--- src/rtl/arb_grant_monitor.sv ---
// arb_grant_monitor: per-agent request/grant lifecycle tracker, grant counter, latency and protocol-error monitor
module arb_grant_monitor #(
    parameter int CNT_W        = 8,
    parameter int LAT_W        = 8,
    parameter int STARVE_LIMIT = 16
) (
    input  logic             clock_i,
    input  logic             reset_i,
    input  logic             req_0_i,
    input  logic             req_1_i,
    input  logic             req_2_i,
    input  logic             req_3_i,
    input  logic             gnt_0_i,
    input  logic             gnt_1_i,
    input  logic             gnt_2_i,
    input  logic             gnt_3_i,
    input  logic             clr_i,
    input  logic [1:0]       sel_i,
    output logic [CNT_W-1:0] grant_count_o,
    output logic [LAT_W-1:0] max_latency_o,
    output logic             err_multi_o,
    output logic             err_spurious_o,
    output logic             err_starve_o,
    output logic [1:0]       starve_agent_o,
    output logic             busy_o
);
    typedef enum logic [1:0] {IDLE, WAIT, GRANTED} state_e;

    localparam logic [LAT_W-1:0] LIMIT   = LAT_W'(STARVE_LIMIT);
    localparam logic [LAT_W-1:0] LAT_ONE = LAT_W'(1);
    localparam logic [CNT_W-1:0] CNT_ONE = CNT_W'(1);

    state_e           st_q   [4];
    state_e           st_d   [4];
    logic [LAT_W-1:0] wait_q [4];
    logic [LAT_W-1:0] wait_d [4];
    logic [LAT_W-1:0] lat_q  [4];
    logic [LAT_W-1:0] lat_d  [4];
    logic [CNT_W-1:0] cnt_q  [4];
    logic [CNT_W-1:0] cnt_d  [4];
    logic             multi_q, multi_d;
    logic             spur_q, spur_d;
    logic             starve_q, starve_d;
    logic [1:0]       sa_q, sa_d;
    logic             busy_q;
    logic [3:0]       req, gnt, hit;

    assign req = {req_3_i, req_2_i, req_1_i, req_0_i};
    assign gnt = {gnt_3_i, gnt_2_i, gnt_1_i, gnt_0_i};

    // next-state for agent FSMs, counters and sticky error flags; clr discards this cycle's events
    always_comb begin
        multi_d  = multi_q | ((gnt & (gnt - 4'd1)) != 4'd0);
        spur_d   = spur_q;
        starve_d = starve_q;
        sa_d     = sa_q;
        hit      = '0;
        for (int i = 0; i < 4; i++) begin
            st_d[i]   = st_q[i];
            wait_d[i] = wait_q[i];
            cnt_d[i]  = cnt_q[i];
            lat_d[i]  = lat_q[i];
            case (st_q[i])
                IDLE: begin
                    if (req[i]) begin
                        st_d[i]   = gnt[i] ? GRANTED : WAIT;
                        wait_d[i] = LAT_ONE;
                        if (gnt[i]) cnt_d[i] = (cnt_q[i] == '1) ? cnt_q[i] : cnt_q[i] + CNT_ONE;
                    end else if (gnt[i]) begin
                        spur_d = 1'b1;
                    end
                end
                WAIT: begin
                    if (gnt[i]) begin
                        st_d[i]  = GRANTED;
                        cnt_d[i] = (cnt_q[i] == '1) ? cnt_q[i] : cnt_q[i] + CNT_ONE;
                        lat_d[i] = (wait_q[i] > lat_q[i]) ? wait_q[i] : lat_q[i];
                    end else if (!req[i]) begin
                        st_d[i] = IDLE;
                    end else begin
                        wait_d[i] = (wait_q[i] == '1) ? wait_q[i] : wait_q[i] + LAT_ONE;
                    end
                    hit[i] = !gnt[i] && (wait_q[i] == LIMIT);
                end
                GRANTED: begin
                    if (!gnt[i]) begin
                        st_d[i]   = req[i] ? WAIT : IDLE;
                        wait_d[i] = LAT_ONE;
                    end
                end
                default: st_d[i] = IDLE;
            endcase
        end
        if (hit != 4'd0) begin
            starve_d = 1'b1;
            if (!starve_q) sa_d = hit[0] ? 2'd0 : hit[1] ? 2'd1 : hit[2] ? 2'd2 : 2'd3;
        end
        if (clr_i) begin
            multi_d  = 1'b0;
            spur_d   = 1'b0;
            starve_d = 1'b0;
            sa_d     = 2'd0;
            for (int i = 0; i < 4; i++) begin
                cnt_d[i] = '0;
                lat_d[i] = '0;
            end
        end
    end

    // state register; reset clears everything and returns all agents to IDLE
    always_ff @(posedge clock_i) begin
        if (reset_i) begin
            multi_q  <= 1'b0;
            spur_q   <= 1'b0;
            starve_q <= 1'b0;
            sa_q     <= 2'd0;
            busy_q   <= 1'b0;
            for (int i = 0; i < 4; i++) begin
                st_q[i]   <= IDLE;
                wait_q[i] <= '0;
                cnt_q[i]  <= '0;
                lat_q[i]  <= '0;
            end
        end else begin
            multi_q  <= multi_d;
            spur_q   <= spur_d;
            starve_q <= starve_d;
            sa_q     <= sa_d;
            busy_q   <= |gnt;
            for (int i = 0; i < 4; i++) begin
                st_q[i]   <= st_d[i];
                wait_q[i] <= wait_d[i];
                cnt_q[i]  <= cnt_d[i];
                lat_q[i]  <= lat_d[i];
            end
        end
    end

    assign grant_count_o  = cnt_q[sel_i];
    assign max_latency_o  = lat_q[sel_i];
    assign err_multi_o    = multi_q;
    assign err_spurious_o = spur_q;
    assign err_starve_o   = starve_q;
    assign starve_agent_o = sa_q;
    assign busy_o         = busy_q;
endmodule
--- config.mk ---
export PLATFORM = sky130hd
export DESIGN_NAME = arb_grant_monitor
export DESIGN_NICKNAME = d
export VERILOG_FILES = /design/src/rtl/arb_grant_monitor.sv
export SDC_FILE = /design/constraint.sdc
export NUM_CORES = 1
export LEC_CHECK = 0
export ABC_AREA = 0
export ABC_CLOCK_PERIOD_IN_PS = 3600
export CORE_ASPECT_RATIO = 1.2
export CORE_MARGIN = 4
export CORE_UTILIZATION = 35
export DETAILED_ROUTE_END_ITERATION = 8
export SYNTH_ARGS = -nofsm -noshare
export SYNTH_HDL_FRONTEND = slang
export SYNTH_SLANG_ARGS = --single-unit
--- constraint.sdc ---
create_clock -name clock_i -period 3.6 [get_ports clock_i]
set_input_delay 0.36 -clock clock_i [delete_from_list [all_inputs] [get_ports clock_i]]
set_output_delay 0.36 -clock clock_i [all_outputs]
set_load 0.05 [all_outputs]
# [Word-level counts from Yosys, hierarchy flattened]
# Memory sizes are Yosys's and may differ from the RTL's.
# Index checks and enable logic that the tools add are counted.
[totals] mem_count=4 ramBits=104 regBits=6 inputBits=13
[memory_table] memory="cnt_q" words=4 width=8 read_ports=5 rd_ports_with_merged_regs=0 write_ports=4 line_no="39" text="logic [CNT_W-1:0] cnt_q [4];"
[memory_table] memory="lat_q" words=4 width=8 read_ports=5 rd_ports_with_merged_regs=0 write_ports=4 line_no="37" text="logic [LAT_W-1:0] lat_q [4];"
[memory_table] memory="wait_q" words=4 width=8 read_ports=4 rd_ports_with_merged_regs=0 write_ports=4 line_no="35" text="logic [LAT_W-1:0] wait_q [4];"
[memory_table] memory="st_q" words=4 width=2 read_ports=4 rd_ports_with_merged_regs=0 write_ports=4 line_no="33" text="state_e st_q [4];"
[classes] n_mux=120 eq_ne=20 order_cmp=4 addsub=9 n_bitwise=19 reduce_logical=17
[op_table] operator="$mux W8" count=56
[op_table] operator="$pmux W8 S3" count=4
[op_table] operator="$add A8 B1 Y8 const B" count=8
[op_table] operator="$eq A8 B8 Y1 const B" count=8
[op_table] operator="$mux W32" count=2
[op_table] operator="$pmux W8 S2" count=4
[op_table] operator="$mux W2" count=26
[op_table] operator="$eq A8 B5 Y1 const B" count=4
[op_table] operator="$gt A8 B8 Y1" count=4
[op_table] operator="$mux W1" count=24
[op_table] operator="$pmux W2 S3" count=4
[op_table] operator="$or A1 B1 Y1" count=17
[op_table] operator="$eq A2 B1 Y1 const B" count=4
[op_table] operator="$eq A2 B2 Y1 const B" count=4
[op_table] operator="$logic_not A2 Y1" count=4
[op_table] operator="$reduce_bool A4 Y1" count=2
[op_table] operator="$and A4 B4 Y4" count=1
[op_table] operator="$logic_and A1 B1 Y1" count=4
[op_table] operator="$logic_not A1 Y1" count=4
[op_table] operator="$reduce_or A4 Y1" count=1
[op_table] operator="$sub A4 B1 Y4 const B" count=1
[op_table] operator="$reduce_and A2 Y1" count=1
[op_table] operator="$reduce_or A2 Y1" count=1
[op_table] operator="$not A1 Y1" count=1

# [Logic depth before layout (Yosys ltp)]
# Gate-level depths: netlist (run 1).
[logic_depth] ltp_word=12 depth_mapped=8

# [Least setup slack after synthesis (run 1)]
# OpenSTA, ideal clock, no wires.
[synth_timing] path_kind="input to output" startpoint="input port sel_i[0]" endpoint="output port max_latency_o[4]" path_buffers=2 t_arrival_ns=1.502 t_required_ns=3.240 cell_stages=3 setup_slack_ns=1.738 cell_sequence="buf_2 -> buf_2 -> mux4_2"
[synth_between] elab_chain_len=1
[synth_rtl] item="from (decl)" line_no="18" text="input logic [1:0] sel_i,"
[synth_rtl] item="$mem_v2 Z4 W8"
[synth_rtl] item="to (decl)" line_no="20" text="output logic [LAT_W-1:0] max_latency_o,"
# No other way between the ends.

# [Worst setup path in the final report (run 1)]
[layout_timing] startpoint="input port sel_i[0]" endpoint="output port max_latency_o[0]"
# Same word-level chain as after synthesis.

==> flow_summary_export.csv, run 1 <==
group,metric,value,unit
final_layout,antenna_cells,0,
synth,synth_top_family_by_area,"simple AND/OR/NAND/NOR gates",
setup_path,worst_setup_path_end_kind,"primary output",
timing,slew_viol_final,0,
final_layout,final_nets,808,
detailed_routing,wire_per_inst,15.6,um
min_path,hold_class,"flip-flop to flip-flop",
synth,synth_ff_type,"dfxtp_1",
floorplanning,fp.dieH,155,um
timing,hold_viol_final,0,
global_routing,antenna_found_initial,0,
power_and_ir_drop,powerDensity,345,mW/mm^2
final_layout,num-fill-cells,1800,
floorplanning,io_pins,35,
final_layout,drive_gt1_frac,0.0807,
cts,clkSlewWorstSetupHoldPaths,0.07,ns
synth,synth_xor_area_frac,0.0639,
setup_path,crit_required,3.24,ns
setup_path,crit_top_cell,"clkdlybuf4s50_1",
setup_path,cp_top_family,"buffers and inverters",
run_status,run_status,"complete, no violations",
placement,preCtsSetupSlack,0.822,ns
cts,cts.sinks,110,
synth,syn_area_per_cell,8.68,sq um
timing,finalSetupViolations,0,
cts,postCtsHoldBufs,0,
cts,cts_made_buffers,9,
floorplanning,core_area,0.0176,sq mm
detailed_routing,drt-initial-drc-count,298,
setup_path,crit_type,"primary input to primary output",
placement,placedInstanceArea,0.00686,sq mm
synth,synth-compound-area-share,0.159,
synth,synth_fp_nets,784,
cts,cts_resized,0,
floorplanning,die_area,0.0202,sq mm
synth,yosysTopAreaCellShare,0.349,
timing,tightest_slew,0.599,ns
global_routing,use_met1,0.206,
timing,max_clock_freq,361,MHz
global_routing,use_met3,0.0175,
setup_path,slowest_delay,0.72,ns
timing,setup_slack,0.834,ns
timing,slew_headroom,0.599,
placement,gp_congestion,0.805,
global_routing,top_usage_layer,"met2",
global_routing,grt_pass1_wl,25100,um
global_routing,grt_pass1_vias,4814,
floorplanning,fp-row-count,53,
timing,whs,0.487,ns
cts,htreeDepth,3,
power_and_ir_drop,seq_power_share,0.507,
synth,synth.area.mux_share,0.0619,
timing,rsz0062_at_grt,"no",
setup_path,crit_slowest_cell,"clkdlybuf4s50_1",
synth,synthSimpleGateAreaFrac,0.232,
synth,synth_enable_flop_cells,0,
synth,synth_cell_types,63,
cts,cts_tree,"built",
detailed_routing,drtPass1Iterations,5,
global_routing,grt_max_degree,48,
power_and_ir_drop,swShare,0.250,
placement,port_buffers,34,
final_layout,finish.instance_area,0.00715,sq mm
synth,ys_ff_latch,110,
detailed_routing,vias,5159,
final_layout,regArea,0.00220,sq mm
timing,min_period_over_period,0.768,
setup_path,crit_path_cell_trace,"clkdlybuf4s50_1 > buf_4 > mux4_2 > clkdlybuf4s50_1",
synth,ys_seq_area_frac,0.349,
synth,syn_inst,727,
global_routing,grt_overflow,0,
setup_path,startpoint_type,"primary input",
final_layout,postLayoutCoreUtil,0.405,
power_and_ir_drop,vdd_drop_max,0.000210,V
setup_path,cp_max_fo,16,
synth,yosysTopAreaCell,"dfxtp_1",
synth,synthTopCellsByArea,"dfxtp_1 (35%), ha_1 (8.7%), mux4_2 (5.7%)",
cts,cts-root-to-sink-buffers,2,
final_layout,syn_to_final_growth,13.3,%
placement,dpl.hpwl,11500,um
synth,syn_area,0.00631,sq mm
global_routing,grtUsageTotal,0.156,
final_layout,multi_input_area,0.00382,sq mm
power_and_ir_drop,combPwrFrac,0.085,
floorplanning,die_x,131,um
job,maxCapViolations,0,
cts,cts-root-buf,"clkbuf_16",
timing,fin_worst_skew,0.00664,ns
detailed_routing,routed_via_density,5.29,
cts,post_cts_buffers,0,
power_and_ir_drop,p_int,1.85,mW
detailed_routing,ant_nets,0,
setup_path,cp.arrival,2.41,ns
power_and_ir_drop,p_sw,617,uW
detailed_routing,drt_wl_total,15200,um
synth,async_flop_share,0,
timing,period_minus_slack,2.77,ns
timing,setup-tns-final,0,ns
synth,yosysWarnings,0,
power_and_ir_drop,p_clk_frac,0.407,
cts,clkLatencyLatePin,0.35,ns
synth,synth_adder_area_share,0.0888,
setup_path,worst-path-buf-inv,3,
power_and_ir_drop,p_leak,2.44,nW
floorplanning,initial_core_util,0.358,
global_routing,met2_usage,0.261,
detailed_routing,drcViolationCount,0,
==> registers in the layout (all words and copies together) (netlist names) <==
signal	flops
err_multi_o	1
lat_q	32
cnt_q	32
err_starve_o	1
starve_agent_o	2
err_spurious_o	1
st_q	8
busy_o	1
wait_q	32
==> metal layers <==
metal  wire (um)  vias up
li1            -     2670
met5           0        -
met4         291        0
met1        7130     2426
met2        7560       47
met3         252       16
==> cells by family after synthesis <==
logic type                 count (synthesis)
xor gates and xnor gates                  46
DFF                                      110
AOI/OAI and AO/OA                        145
muxes                                     19
adders and majority gates                 45
buffers and inverters                     73
and+or+nand+nor                          289
==> worst reg2reg max path: stages, from the launching register on <==
cell and delay [ns]:
dfxtp_1 0.39, inv_1 0.06, ha_1 0.31, and4_1 0.21, nand3_1 0.11, a211oi_2 0.49
o21ai_0 0.16, a21oi_1 0.16
==> metrics by stage <==
| stage | instances | total power, mW |
|---|---|---|
| after global placement | 960 | 1.49 |
| after global routing | 976 | 2.57 |
| after floorplan | 727 | 1.42 |
| after detailed placement | 960 | 1.49 |
| final | 976 | 2.47 |
| after CTS | 976 | 2.51 |
==> cells in the final DEF, fill, tap and decap left out, types with 3 or more instances in the layout <==
cell type        instances
o31ai_1                  9
dfxtp_1                110
nand3_1                 68
nand2_1                 50
xor2_1                  14
nor2b_1                  5
o21ai_0                 39
nand4_1                 13
or3_1                    7
mux4_2                  16
nor3_1                  17
mux2i_1                  3
a211oi_1                 6
and4_1                   7
o311a_1                  4
xnor2_1                 32
or2_2                    3
and3_1                   7
ha_1                    44
o211ai_1                 6
clkbuf_16                9
o211ai_2                 5
nor2_1                  72
buf_4                    6
a21oi_1                 46
nand2b_1                15
inv_1                   46
a211oi_2                 3
a21o_1                   4
clkdlybuf4s50_1         34
nor4b_1                  5
==> area by class of cell <==
type	count	share of cell area
well taps	220	0.0385
repair buffers	40	0.0539
clock inverters	5	0.00840
multi-input cells	544	0.535
inverters	46	0.0241
clock buffers	11	0.0325
flip-flops and latches	110	0.308
==> Yosys cell counts (7+ instances only) <==
cell / number
dfxtp_1: 110
nor2_1: 73
nand3_1: 68
nand2_1: 50
a21oi_1: 46
inv_1: 46
ha_1: 44
o21ai_0: 39
xnor2_1: 32
nor3_1: 17
mux4_2: 16
clkbuf_1: 15
nand2b_1: 15
xor2_1: 14
nand4_1: 13
buf_2: 10
o31ai_1: 9
and3_1: 7
and4_1: 7
or3_1: 7
==> power groups by stage <==
stage          Combinational (mW)  Clock [mW]  Sequential [mW]
6_report                    0.211        1.01             1.25
5_1_grt                     0.234        1.08             1.26
4_1_cts                     0.214        1.04             1.25
3_5_place_dp                0.213           0             1.28
3_3_place_gp                0.210           0             1.28
2_1_floorplan               0.143           0             1.28
==> final timing paths <==
check | start | end | slack (ns) | cells past startpoint
max | sel_i[0] | max_latency_o[0] | 0.83 | 4
max reg2reg | lat_q[0][7] | lat_q[0][0] | 1.65 | 7
min reg2reg | err_multi_o | err_multi_o | 0.49 | 2
min | err_multi_o | err_multi_o | 0.49 | 2
(Power assumes the default switching activity.)
==> run 2: changes to the inputs <==
--- a/config.mk
+++ b/config.mk
@@ -6,7 +6,7 @@
 export NUM_CORES = 1
 export LEC_CHECK = 0
 export ABC_AREA = 0
-export ABC_CLOCK_PERIOD_IN_PS = 3600
+export ABC_CLOCK_PERIOD_IN_PS = 2200
 export CORE_ASPECT_RATIO = 1.2
 export CORE_MARGIN = 4
 export CORE_UTILIZATION = 35
==> constraint.sdc (replaced) <==
create_clock -name clock_i -period 2.2 [get_ports clock_i]
set_input_delay 0.22 -clock clock_i [delete_from_list [all_inputs] [get_ports clock_i]]
set_output_delay 0.22 -clock clock_i [all_outputs]
set_load 0.05 [all_outputs]
==> flow_summary_export.csv, run 2 (same netlist as run 1, synthesis figures left out) <==
group,metric,value,unit
run_status,run_status,"complete, no violations",
setup_path,startpoint_type,"flip-flop",
placement,dpl.hpwl,11900,um
detailed_routing,ant_nets,0,
timing,rsz0062_at_grt,"no",
setup_path,cp_max_fo,16,
placement,gp_congestion,0.862,
timing,finalSetupViolations,0,
global_routing,use_met3,0.0185,
final_layout,syn_to_final_growth,15.8,%
timing,slew_viol_final,0,
placement,preCtsSetupSlack,0.174,ns
floorplanning,initial_core_util,0.358,
final_layout,biggestRegsByFlops,"cnt_q: 32 flops, lat_q: 32 flops, wait_q: 32 flops",
detailed_routing,drt-initial-drc-count,296,
floorplanning,die_area,0.0202,sq mm
floorplanning,die_x,131,um
placement,port_buffers,34,
detailed_routing,routed_via_density,5.26,
timing,hold_viol_final,0,
setup_path,worst_setup_path_end_kind,"flip-flop",
power_and_ir_drop,powerDensity,572,mW/mm^2
global_routing,antenna_found_initial,0,
global_routing,grt_pass1_wl,25200,um
global_routing,grtUsageTotal,0.156,
global_routing,grt_pass1_vias,4950,
global_routing,grt_overflow,0,
setup_path,crit_path_cell_trace,"inv_1 > ha_1 > a21oi_1 > o211ai_1 > o211ai_2 > nand3_1 > o31ai_1",
final_layout,postLayoutCoreUtil,0.414,
cts,clkLatencyLatePin,0.35,ns
timing,max_clock_freq,514,MHz
floorplanning,fp-row-count,53,
detailed_routing,drtPass1Iterations,5,
timing,tightest_slew,0.651,ns
job,maxCapViolations,0,
cts,post_cts_buffers,0,
setup_path,cp_top_family,"compound AO/OA/AOI/OAI gates",
floorplanning,fp.dieH,155,um
global_routing,use_met1,0.206,
setup_path,worstSetupStartpoint,"lat_q[2][7]",
cts,cts_tree,"built",
setup_path,crit_path_end,"lat_q[2][0]",
timing,setup_slack,0.254,ns
timing,fin_worst_skew,0.00776,ns
cts,cts_resized,0,
detailed_routing,drt_wl_total,15400,um
cts,clkSlewWorstSetupHoldPaths,0.08,ns
floorplanning,core_area,0.0176,sq mm
cts,postCtsHoldBufs,0,
placement,placedInstanceArea,0.00698,sq mm
cts,cts.sinks,110,
setup_path,crit_type,"flip-flop to flip-flop",
final_layout,antenna_cells,0,
final_layout,drive_gt1_frac,0.124,
setup_path,worst-path-buf-inv,1,
setup_path,rr_endpoint,"lat_q[2][0]",
min_path,hold_class,"flip-flop to flip-flop",
cts,htreeDepth,3,
setup_path,crit_required,2.46,ns
global_routing,grt_max_degree,29,
detailed_routing,vias,5228,
timing,min_period_over_period,0.884,
setup_path,cp_num_cells,7,
cts,cts-root-buf,"clkbuf_16",
setup_path,crit_slowest_cell,"o211ai_2",
cts,cts_made_buffers,9,
setup_path,slowest_delay,0.50,ns
setup_path,r2r_start,"lat_q[2][7]",
power_and_ir_drop,p_leak,2.59,nW
power_and_ir_drop,vdd_drop_max,0.000360,V
final_layout,mostFrequentLayoutCell,"dfxtp_1",
final_layout,mostFrequentLayoutCells,"dfxtp_1 (110), nor2_1 (72), nand3_1 (68)",
detailed_routing,drcViolationCount,0,
setup_path,reg2reg_slack,0.25,ns
setup_path,reg2regPathDepth,7,
timing,setup-tns-final,0,ns
floorplanning,io_pins,35,
detailed_routing,wire_per_inst,15.5,um
timing,period_minus_slack,1.95,ns
cts,cts-root-to-sink-buffers,2,
final_layout,final_nets,825,
global_routing,met2_usage,0.260,
timing,slew_headroom,0.566,
setup_path,cp.arrival,2.21,ns
final_layout,finish.instance_area,0.00731,sq mm
global_routing,top_usage_layer,"met2",
==> run 2: cell types whose count changed in the layout (fill, tap and decap cells not counted) <==
cell / before / now
clkdlybuf4s50_1: 34 / 18
buf_4: 6 / 36
bufinv_16: 1 / 2
clkbuf_1: 2 / 0
clkinv_4: 2 / 3
buf_12: 0 / 3
==> run 2: area by class of cell <==
cell class	instances	area [sq um]
well taps	220	275
clock buffers	9	225
inverters	46	173
repair buffers	57	510
flip-flops and latches	110	2200
multi-input cells	544	3820
fillers	1776	10300
clock inverters	7	98.8
==> run 2: tightest hold or removal path: cells and delay by family (launching register included) <==
| kind | cells | cell delay, ns |
|---|---|---|
| DFF | 1 | 0.33 |
| and+or+nand+nor | 1 | 0.06 |
| AOI/OAI and AO/OA | 1 | 0.06 |
==> run 2: worst min-delay path by stage <==
stage                start          end  cells after the start
5_1_grt        lat_q[3][2]  lat_q[3][2]                      2
3_5_place_dp   lat_q[3][2]  lat_q[3][2]                      2
6_report       lat_q[1][0]  lat_q[1][0]                      2
2_1_floorplan      gnt_1_i   st_q[1][0]                      1
4_1_cts        lat_q[3][2]  lat_q[3][2]                      2
3_3_place_gp   lat_q[3][2]  lat_q[3][2]                      2
==> run 2: per-stage QoR <==
step	hold slack, ns	cells	power [mW]
after CTS	0.499	993	4.24
after floorplan	0.296	727	2.33
after global routing	0.513	993	4.35
final	0.496	993	4.18
after detailed placement	0.487	977	2.46
after global placement	0.472	977	2.46
==> run 2: layer usage <==
layer  share of wire  vias to the layer above
met4           0.018                        0
met5               0                        -
met3           0.024                       15
met2            0.49                       57
met1            0.47                     2455
li1                -                     2701
==> run 2: power by group <==
part	leakage, nW	total (mW)	switching (mW)	internal, mW
registers	0.890	2.05	0.0364	2.01
logic	1.55	0.357	0.216	0.141
clock network	0.156	1.77	0.771	1.00
